==> src/rtl/krnl_acc_ctrl_pkg.sv <==
// Shared definitions for the accelerator control-register master.
// - Register map of the control slave (12-bit AXI4-Lite byte addresses).
// - CTRL bit positions and the masks derived from them.
// - Job descriptor struct, job status and FSM state encodings.
// - Helpers that give the address and data of the n-th write in a job.
package krnl_acc_ctrl_pkg;

  localparam logic [11:0] ADDR_CTRL   = 12'h000;
  localparam logic [11:0] ADDR_CFG_CI = 12'h010;
  localparam logic [11:0] ADDR_CFG_CO = 12'h018;
  localparam logic [11:0] ADDR_IFM_LO = 12'h020;
  localparam logic [11:0] ADDR_IFM_HI = 12'h024;
  localparam logic [11:0] ADDR_WGT_LO = 12'h028;
  localparam logic [11:0] ADDR_WGT_HI = 12'h02C;
  localparam logic [11:0] ADDR_OFM_LO = 12'h030;
  localparam logic [11:0] ADDR_OFM_HI = 12'h034;

  localparam int CTRL_START = 0;
  localparam int CTRL_DONE  = 1;
  localparam int CTRL_IDLE  = 2;
  localparam int CTRL_READY = 3;
  localparam int CTRL_CONT  = 4;

  localparam logic [31:0] CTRL_START_MASK = 32'h1 << CTRL_START;
  localparam logic [31:0] CTRL_DONE_MASK  = 32'h1 << CTRL_DONE;
  localparam logic [31:0] CTRL_CONT_MASK  = 32'h1 << CTRL_CONT;

  // Index of the ap_start write; writes 0..LAST_WR form the programming sequence.
  localparam logic [3:0] LAST_WR = 4'd8;

  typedef enum logic [1:0] {
    ST_OK      = 2'd0,
    ST_BUS_ERR = 2'd1,
    ST_TIMEOUT = 2'd2
  } status_e;

  typedef enum logic [3:0] {
    IDLE, WR_REQ, WR_RESP, POLL_GAP_ST, RD_REQ, RD_RESP, CONT_REQ, CONT_RESP, FIN
  } state_e;

  typedef struct packed {
    logic [31:0] ci;
    logic [31:0] co;
    logic [63:0] ifm;
    logic [63:0] wgt;
    logic [63:0] ofm;
  } job_desc_t;

  function automatic logic [11:0] wr_seq_addr(input logic [3:0] idx);
    case (idx)
      4'd0:    return ADDR_CFG_CI;
      4'd1:    return ADDR_CFG_CO;
      4'd2:    return ADDR_IFM_LO;
      4'd3:    return ADDR_IFM_HI;
      4'd4:    return ADDR_WGT_LO;
      4'd5:    return ADDR_WGT_HI;
      4'd6:    return ADDR_OFM_LO;
      4'd7:    return ADDR_OFM_HI;
      default: return ADDR_CTRL;
    endcase
  endfunction

  function automatic logic [31:0] wr_seq_data(input job_desc_t d, input logic [3:0] idx);
    case (idx)
      4'd0:    return d.ci;
      4'd1:    return d.co;
      4'd2:    return d.ifm[31:0];
      4'd3:    return d.ifm[63:32];
      4'd4:    return d.wgt[31:0];
      4'd5:    return d.wgt[63:32];
      4'd6:    return d.ofm[31:0];
      4'd7:    return d.ofm[63:32];
      default: return CTRL_START_MASK;
    endcase
  endfunction

endpackage

==> src/rtl/krnl_acc_axil_wr_txn.sv <==
// Single AXI4-Lite write engine.
// While req is held high, AWVALID and WVALID are raised together and each is
// dropped independently after its own handshake; once both have completed,
// BREADY is raised until the B handshake. Deasserting req (or reset) abandons
// the transaction. addr/data must be held stable by the caller while req=1.
// Ports:
//   ACLK, ARESET      clock, synchronous active-high reset
//   req, addr, data   write request (level) with its address and data
//   AW*/W*/B*         AXI4-Lite write channels
//   addr_data_fin     AW and W both complete by the end of this cycle
//   ack               B handshake this cycle (transaction finished)
//   err               ack with a non-OKAY BRESP
import krnl_acc_ctrl_pkg::*;

module krnl_acc_axil_wr_txn (
  input  logic        ACLK,
  input  logic        ARESET,
  input  logic        req,
  input  logic [11:0] addr,
  input  logic [31:0] data,
  output logic [11:0] AWADDR,
  output logic        AWVALID,
  input  logic        AWREADY,
  output logic [31:0] WDATA,
  output logic [3:0]  WSTRB,
  output logic        WVALID,
  input  logic        WREADY,
  input  logic [1:0]  BRESP,
  input  logic        BVALID,
  output logic        BREADY,
  output logic        addr_data_fin,
  output logic        ack,
  output logic        err
);

  logic aw_done, w_done;
  logic aw_hs, w_hs;

  assign AWADDR  = addr;
  assign WDATA   = data;
  assign WSTRB   = 4'hF;
  assign AWVALID = req & ~aw_done;
  assign WVALID  = req & ~w_done;
  assign BREADY  = req & aw_done & w_done;

  assign aw_hs         = AWVALID & AWREADY;
  assign w_hs          = WVALID & WREADY;
  assign addr_data_fin = (aw_done | aw_hs) & (w_done | w_hs);
  assign ack           = BREADY & BVALID;
  assign err           = ack & (BRESP != 2'b00);

  // Completion flags clear on the B handshake so a back-to-back request
  // raises its VALIDs only in the cycle after that handshake.
  always_ff @(posedge ACLK) begin
    if (ARESET || !req || ack) begin
      aw_done <= 1'b0;
      w_done  <= 1'b0;
    end else begin
      if (aw_hs) aw_done <= 1'b1;
      if (w_hs)  w_done  <= 1'b1;
    end
  end

endmodule

==> src/rtl/krnl_acc_axi_ctrl_master.sv <==
// AXI4-Lite control master for the accelerator.
// Accepts one job descriptor, programs CFG_CI/CFG_CO and the IFM/WGT/OFM base
// addresses, writes ap_start, polls CTRL every POLL_GAP idle cycles until
// ap_done (or MAX_POLLS reads), writes ap_continue and pulses done with status.
// Ports:
//   ACLK, ARESET            clock, synchronous active-high reset
//   cmd_valid/cmd_ready     descriptor handshake (ready only in IDLE)
//   cmd_ci, cmd_co          channel config values
//   cmd_ifm/wgt/ofm         64-bit base addresses
//   busy, done, status      job in progress, completion pulse, result code
//   AW*/W*/B*/AR*/R*        AXI4-Lite master channels
import krnl_acc_ctrl_pkg::*;

module krnl_acc_axi_ctrl_master #(
  parameter int POLL_GAP  = 16,
  parameter int MAX_POLLS = 65535,
  parameter int CNT_W     = 16
) (
  input  logic        ACLK,
  input  logic        ARESET,
  input  logic        cmd_valid,
  output logic        cmd_ready,
  input  logic [31:0] cmd_ci,
  input  logic [31:0] cmd_co,
  input  logic [63:0] cmd_ifm,
  input  logic [63:0] cmd_wgt,
  input  logic [63:0] cmd_ofm,
  output logic        busy,
  output logic        done,
  output logic [1:0]  status,
  output logic [11:0] AWADDR,
  output logic        AWVALID,
  input  logic        AWREADY,
  output logic [31:0] WDATA,
  output logic [3:0]  WSTRB,
  output logic        WVALID,
  input  logic        WREADY,
  input  logic [1:0]  BRESP,
  input  logic        BVALID,
  output logic        BREADY,
  output logic [11:0] ARADDR,
  output logic        ARVALID,
  input  logic        ARREADY,
  input  logic [31:0] RDATA,
  input  logic [1:0]  RRESP,
  input  logic        RVALID,
  output logic        RREADY
);

  localparam logic [CNT_W-1:0] POLL_LIMIT = CNT_W'(MAX_POLLS);
  localparam logic [CNT_W-1:0] GAP_LAST   = (POLL_GAP > 0) ? CNT_W'(POLL_GAP - 1) : '0;
  // With no gap the poll loop goes straight back to the read request.
  localparam state_e GAP_ENTRY = (POLL_GAP == 0) ? RD_REQ : POLL_GAP_ST;

  state_e           state_q, state_d;
  job_desc_t        desc_q, desc_d;
  logic [3:0]       idx_q, idx_d;
  logic [11:0]      awaddr_q, awaddr_d;
  logic [31:0]      wdata_q, wdata_d;
  logic [1:0]       status_q, status_d;
  logic [CNT_W-1:0] poll_q, poll_d;
  logic [CNT_W-1:0] gap_q, gap_d;
  logic [3:0]       idx_inc;

  logic wr_req, wr_fin, wr_ack, wr_err;
  logic rd_done;

  assign rd_done   = |(RDATA & CTRL_DONE_MASK);
  assign idx_inc   = idx_q + 4'd1;
  assign cmd_ready = (state_q == IDLE);
  assign busy      = (state_q != IDLE);
  assign done      = (state_q == FIN);
  assign status    = status_q;
  assign ARADDR    = ADDR_CTRL;

  krnl_acc_axil_wr_txn u_wr (
    .ACLK          (ACLK),
    .ARESET        (ARESET),
    .req           (wr_req),
    .addr          (awaddr_q),
    .data          (wdata_q),
    .AWADDR        (AWADDR),
    .AWVALID       (AWVALID),
    .AWREADY       (AWREADY),
    .WDATA         (WDATA),
    .WSTRB         (WSTRB),
    .WVALID        (WVALID),
    .WREADY        (WREADY),
    .BRESP         (BRESP),
    .BVALID        (BVALID),
    .BREADY        (BREADY),
    .addr_data_fin (wr_fin),
    .ack           (wr_ack),
    .err           (wr_err)
  );

  always_comb begin
    state_d  = state_q;
    desc_d   = desc_q;
    idx_d    = idx_q;
    awaddr_d = awaddr_q;
    wdata_d  = wdata_q;
    status_d = status_q;
    poll_d   = poll_q;
    gap_d    = gap_q;
    wr_req   = 1'b0;
    ARVALID  = 1'b0;
    RREADY   = 1'b0;
    case (state_q)
      IDLE: begin
        if (cmd_valid) begin
          desc_d   = '{ci: cmd_ci, co: cmd_co, ifm: cmd_ifm, wgt: cmd_wgt, ofm: cmd_ofm};
          idx_d    = '0;
          awaddr_d = ADDR_CFG_CI;
          wdata_d  = cmd_ci;
          status_d = ST_OK;
          poll_d   = '0;
          state_d  = WR_REQ;
        end
      end
      WR_REQ: begin
        wr_req = 1'b1;
        if (wr_fin) state_d = WR_RESP;
      end
      WR_RESP: begin
        wr_req = 1'b1;
        if (wr_ack) begin
          if (wr_err) begin
            status_d = ST_BUS_ERR;
            state_d  = FIN;
          end else if (idx_q == LAST_WR) begin
            gap_d   = '0;
            state_d = GAP_ENTRY;
          end else begin
            idx_d    = idx_inc;
            awaddr_d = wr_seq_addr(idx_inc);
            wdata_d  = wr_seq_data(desc_q, idx_inc);
            state_d  = WR_REQ;
          end
        end
      end
      POLL_GAP_ST: begin
        if (gap_q >= GAP_LAST) state_d = RD_REQ;
        else                   gap_d   = gap_q + 1'b1;
      end
      RD_REQ: begin
        ARVALID = 1'b1;
        if (ARREADY) state_d = RD_RESP;
      end
      RD_RESP: begin
        RREADY = 1'b1;
        if (RVALID) begin
          // Bus error is checked first so it wins over a same-cycle timeout.
          if (RRESP != 2'b00) begin
            status_d = ST_BUS_ERR;
            state_d  = FIN;
          end else if (rd_done) begin
            awaddr_d = ADDR_CTRL;
            wdata_d  = CTRL_CONT_MASK;
            state_d  = CONT_REQ;
          end else begin
            poll_d = (poll_q == {CNT_W{1'b1}}) ? poll_q : poll_q + 1'b1;
            if (poll_d >= POLL_LIMIT) begin
              status_d = ST_TIMEOUT;
              state_d  = FIN;
            end else begin
              gap_d   = '0;
              state_d = GAP_ENTRY;
            end
          end
        end
      end
      CONT_REQ: begin
        wr_req = 1'b1;
        if (wr_fin) state_d = CONT_RESP;
      end
      CONT_RESP: begin
        wr_req = 1'b1;
        if (wr_ack) begin
          if (wr_err) status_d = ST_BUS_ERR;
          state_d = FIN;
        end
      end
      FIN:     state_d = IDLE;
      default: state_d = IDLE;
    endcase
  end

  always_ff @(posedge ACLK) begin
    if (ARESET) begin
      state_q  <= IDLE;
      desc_q   <= '0;
      idx_q    <= '0;
      awaddr_q <= '0;
      wdata_q  <= '0;
      status_q <= ST_OK;
      poll_q   <= '0;
      gap_q    <= '0;
    end else begin
      state_q  <= state_d;
      desc_q   <= desc_d;
      idx_q    <= idx_d;
      awaddr_q <= awaddr_d;
      wdata_q  <= wdata_d;
      status_q <= status_d;
      poll_q   <= poll_d;
      gap_q    <= gap_d;
    end
  end

endmodule

==> config.mk <==
export PLATFORM = sky130hd
export DESIGN_NAME = krnl_acc_axi_ctrl_master
export DESIGN_NICKNAME = d
export VERILOG_FILES = /design/src/rtl/krnl_acc_ctrl_pkg.sv /design/src/rtl/krnl_acc_axil_wr_txn.sv /design/src/rtl/krnl_acc_axi_ctrl_master.sv
export SDC_FILE = /design/constraint.sdc
export NUM_CORES = 1
export LEC_CHECK = 0
export ABC_AREA = 1
export CORE_ASPECT_RATIO = 1.1
export CORE_MARGIN = 3
export CORE_UTILIZATION = 50
export CTS_CLUSTER_DIAMETER = 60
export DETAILED_ROUTE_END_ITERATION = 7
export GPL_TIMING_DRIVEN = 0
export PLACE_DENSITY = 0.81
export SYNTH_ARGS = -nofsm -noshare
export SYNTH_HDL_FRONTEND = slang
export SYNTH_HIERARCHICAL = 1
export SYNTH_SLANG_ARGS = --single-unit
==> constraint.sdc <==
create_clock -name ACLK -period 3.1 [get_ports ACLK]
set_input_delay 0.465 -clock ACLK [delete_from_list [all_inputs] [get_ports ACLK]]
set_output_delay 0.465 -clock ACLK [all_outputs]
set_load 0.03 [all_outputs]
==> metrics <==
fmax 0.323 GHz; Clock Skew 0.0256 ns; core footprint 29100 sq um; Clk pwr share 24.2%; clock buffer depth 3; Pint 10000 uW; register area 6730 sq um; Die Area 32000 sq um; GRT Util Overall 34.0%; Critical Path Stages 10; antenna violation net count after detailed routing 0; top-area cell type share of the netlist area 45.0%; Die Span Y 187 um; Max-Cap Viols 0; pins over their slew limit 0; router iterations before antenna repair 6; Root Buffer clkbuf_16; largest net degree at the start of global routing 15; Buf+Inv Stages, Crit Path 1; Final GP Congestion 0.996; Worst R2R Setup Slack 0.008 ns; drt wl/cell 20.0 um; Post-Syn Area 15000 sq um; die extent in x 171 um; H-tree Lvls 2; Crit Path Category reg2reg; HPWL Detailed 44500 um; reg2reg start idx_q[0]; Syn Inst Count 2083; fin crit period 3.09 ns; sequential area share after synthesis 45.0%; VDD IR max 0.425 mV; final worst-path cycle share 99.8%; ranking of synthesized cells by area dfxtp_1, a21oi_1, o21ai_0; Top delay family on crit path simple AND/OR/NAND/NOR gates; Setup Viol. Count Final 0; area of the multi-input gates 6320 sq um; DR vias 16100; initial antenna violation count 4; Slew HR 34.9%; Fin. Hold Viols 0; Arr. time, crit path 3.50 ns; Vias/cell 5.64; Iter 0 DRT Violations 1825; FF-to-FF End wdata_q[16]; initial core utilization 51.4%; CP endpoint kind register; Worst Setup SP idx_q[0]; fillers 2512; Synth area leader dfxtp_1; Area growth, synth to finish 32.3%; CP Cell Sequence ha_1, or2_2, nand2_1, nand3_1, clkbuf_1, o22ai_1, nor2_1, nand4_1, nand2_1, a21oi_1; Lkg Pwr 0.00778 uW; Seq pwr share 35.4%; Synth cell types 39; final worst setup slack 0.00767 ns; Worst EP required 3.50 ns; drt drc 0; pre-CTS setup slack -0.241 ns; clock sinks 336; crit-path max cell delay 0.49 ns; synthesized flop and latch total 336; final WL 57200 um; number of global-route vias before repair 15300; Comb power frac 40.3%; hold crit path type reg2reg; Critical Path End wdata_q[16]; Psw 6700 uW; yosys warns 6; RSZ-0062 raised after global routing false; first-pass GRT wire length 84500 um; Avg Inst Size Synth 7.18 sq um; CTS hold repair buffers 0; # port buffers 314; Worst-Skew Late Latency 0.53 ns; total clock buffers created by CTS 34; row count 65; Least-Margin Pin Slew 0.976 ns; critical path launch point type register; Max FO, Critical Path 10; TritonCTS clock tree done; gr ovfl total 0; Sw Share 40.1%; share of cells above drive strength 1 6.41%; status finished, final reports clean; Top cell by count, worst path nand2_1; # nets final 2767; slowest stage cell, crit path clkbuf_1; final total power 16700 uW; io pins 370; PD cells 844 nW/um^2; R2R cell count 10; Clk pin slew, worst setup/hold paths 0.07 ns
[per-layer routing]
metal	part of all wire, %	wire, um	track usage [%]
met3	11	6170	8.20
met5	0.023	13	0
met1	39	22200	43.1
met4	5.3	3060	16.3
met2	45	25800	54.5
[power groups by stage]
stage          sequential [uW]  clock (uW)  combinational (uW)
2_1_floorplan             5840           0                4000
3_5_place_dp              5970           0                6430
6_report                  5910        4050                6730
5_1_grt                   5990        4230                7200
4_1_cts                   5890        4040                6490
3_3_place_gp              5930           0                6320
[through the flow]
step | utilization, % | instance area, sq um | setup TNS, ns | hold slack, ns | cells
final | 68.0 | 19800 | 0 | 0.443 | 2854
after detailed placement | 64.0 | 18600 | -6.70 | 0.431 | 2787
after global routing | 68.0 | 19800 | 0 | 0.460 | 2850
after global placement | 64.0 | 18600 | -4.90 | 0.424 | 2787
after CTS | 67.8 | 19700 | 0 | 0.441 | 2847
after floorplan | - | 15000 | 0 | 0.417 | 2105
[layout by cell type, fill, tap and decap left out, types with 5 or more instances in the layout]
| master | n |
|---|---|
| dfxtp_1 | 335 |
| clkdlybuf4s50_1 | 311 |
| a21oi_1 | 306 |
| o21ai_0 | 273 |
| inv_1 | 263 |
| nor2_1 | 219 |
| nand2_1 | 212 |
| clkbuf_1 | 122 |
| o22ai_1 | 98 |
| buf_4 | 66 |
| nand3_1 | 48 |
| clkbuf_16 | 35 |
| o21ai_1 | 31 |
| conb_1 | 24 |
| nand4_1 | 23 |
| nor3_1 | 12 |
| buf_2 | 9 |
| ha_1 | 9 |
| nor2_2 | 8 |
| inv_2 | 7 |
| a211oi_1 | 7 |
| clkbuf_8 | 6 |
| buf_6 | 5 |
| xor2_1 | 5 |
| clkinv_2 | 5 |
[cell type report]
| cell class | count | area share [%] |
|---|---|---|
| clock inverters | 10 | 0.442 |
| repair buffers | 317 | 16.0 |
| plain buffers | 192 | 5.09 |
| clock buffers | 50 | 5.01 |
| diodes | 4 | 0.0506 |
| well taps | 368 | 2.33 |
| multi-input cells | 1305 | 31.9 |
| flip-flops and latches | 336 | 34.0 |
| inverters | 272 | 5.17 |
[worst min-delay path, cell delays in order, from the launching register on]
cell,delay (ns)
dfxtp_1,0.31
nand2_1,0.06
nor2_1,0.03
[registers in the layout, summed over array words and instances (netlist names)]
name	cells
u_wr/aw_done	1
u_wr/w_done	1
poll_q	16
gap_q	16
state_q	4
wdata_q	32
awaddr_q	4
status	2
idx_q	4
desc_q	256
[repair_timing]
item | 4_1_cts | 5_1_grt
gates resized for setup | 9 | 13
pin swaps | 0 | 2
buffers inserted | 0 | 3
setup endpoints to repair | 49 | 69
hold endpoints to repair | 0 | 0
[how the worst min path moves through the flow]
stage	end	slack, ns	from	depth (start not counted)
6_report	gap_q[4]	0.44	gap_q[4]	2
5_1_grt	gap_q[13]	0.46	gap_q[13]	2
4_1_cts	gap_q[12]	0.44	gap_q[12]	2
3_5_place_dp	gap_q[12]	0.43	gap_q[12]	2
3_3_place_gp	gap_q[13]	0.42	gap_q[13]	2
2_1_floorplan	gap_q[13]	0.42	gap_q[13]	2
[cell usage after synthesis (all sizes together)]
library cell / instances
dfxtp: 336
a21oi: 307
o21ai: 305
inv: 271
nor2: 227
nand2: 216
clkbuf: 115
o22ai: 98
buf: 77
nand3: 48
nand4: 23
nor3: 13
ha: 9
a211oi: 7
xor2: 6
a22oi: 4
o21bai: 3
conb: 2
nand3b: 2
nor4: 2
o211ai: 2
or2: 2
a311oi: 1
and2: 1
clkinv: 1
nand2b: 1
nor3b: 1
o2111ai: 1
o311ai: 1
xnor2: 1
[cell families (layout without fill, tap and decap cells)]
logic type      after synthesis  count (layout)  synth area share (%)
flops                       336             336                  45.0
xor+xnor                      7               7                 0.410
other cells                   2              28                0.0502
compound gates              729             729                  25.6
buf+inv                     464             841                  13.5
simple gates                536             536                  14.7
fa+ha+maj                     9               9                 0.753
Note: power is estimated with default switching activity, not from simulation.
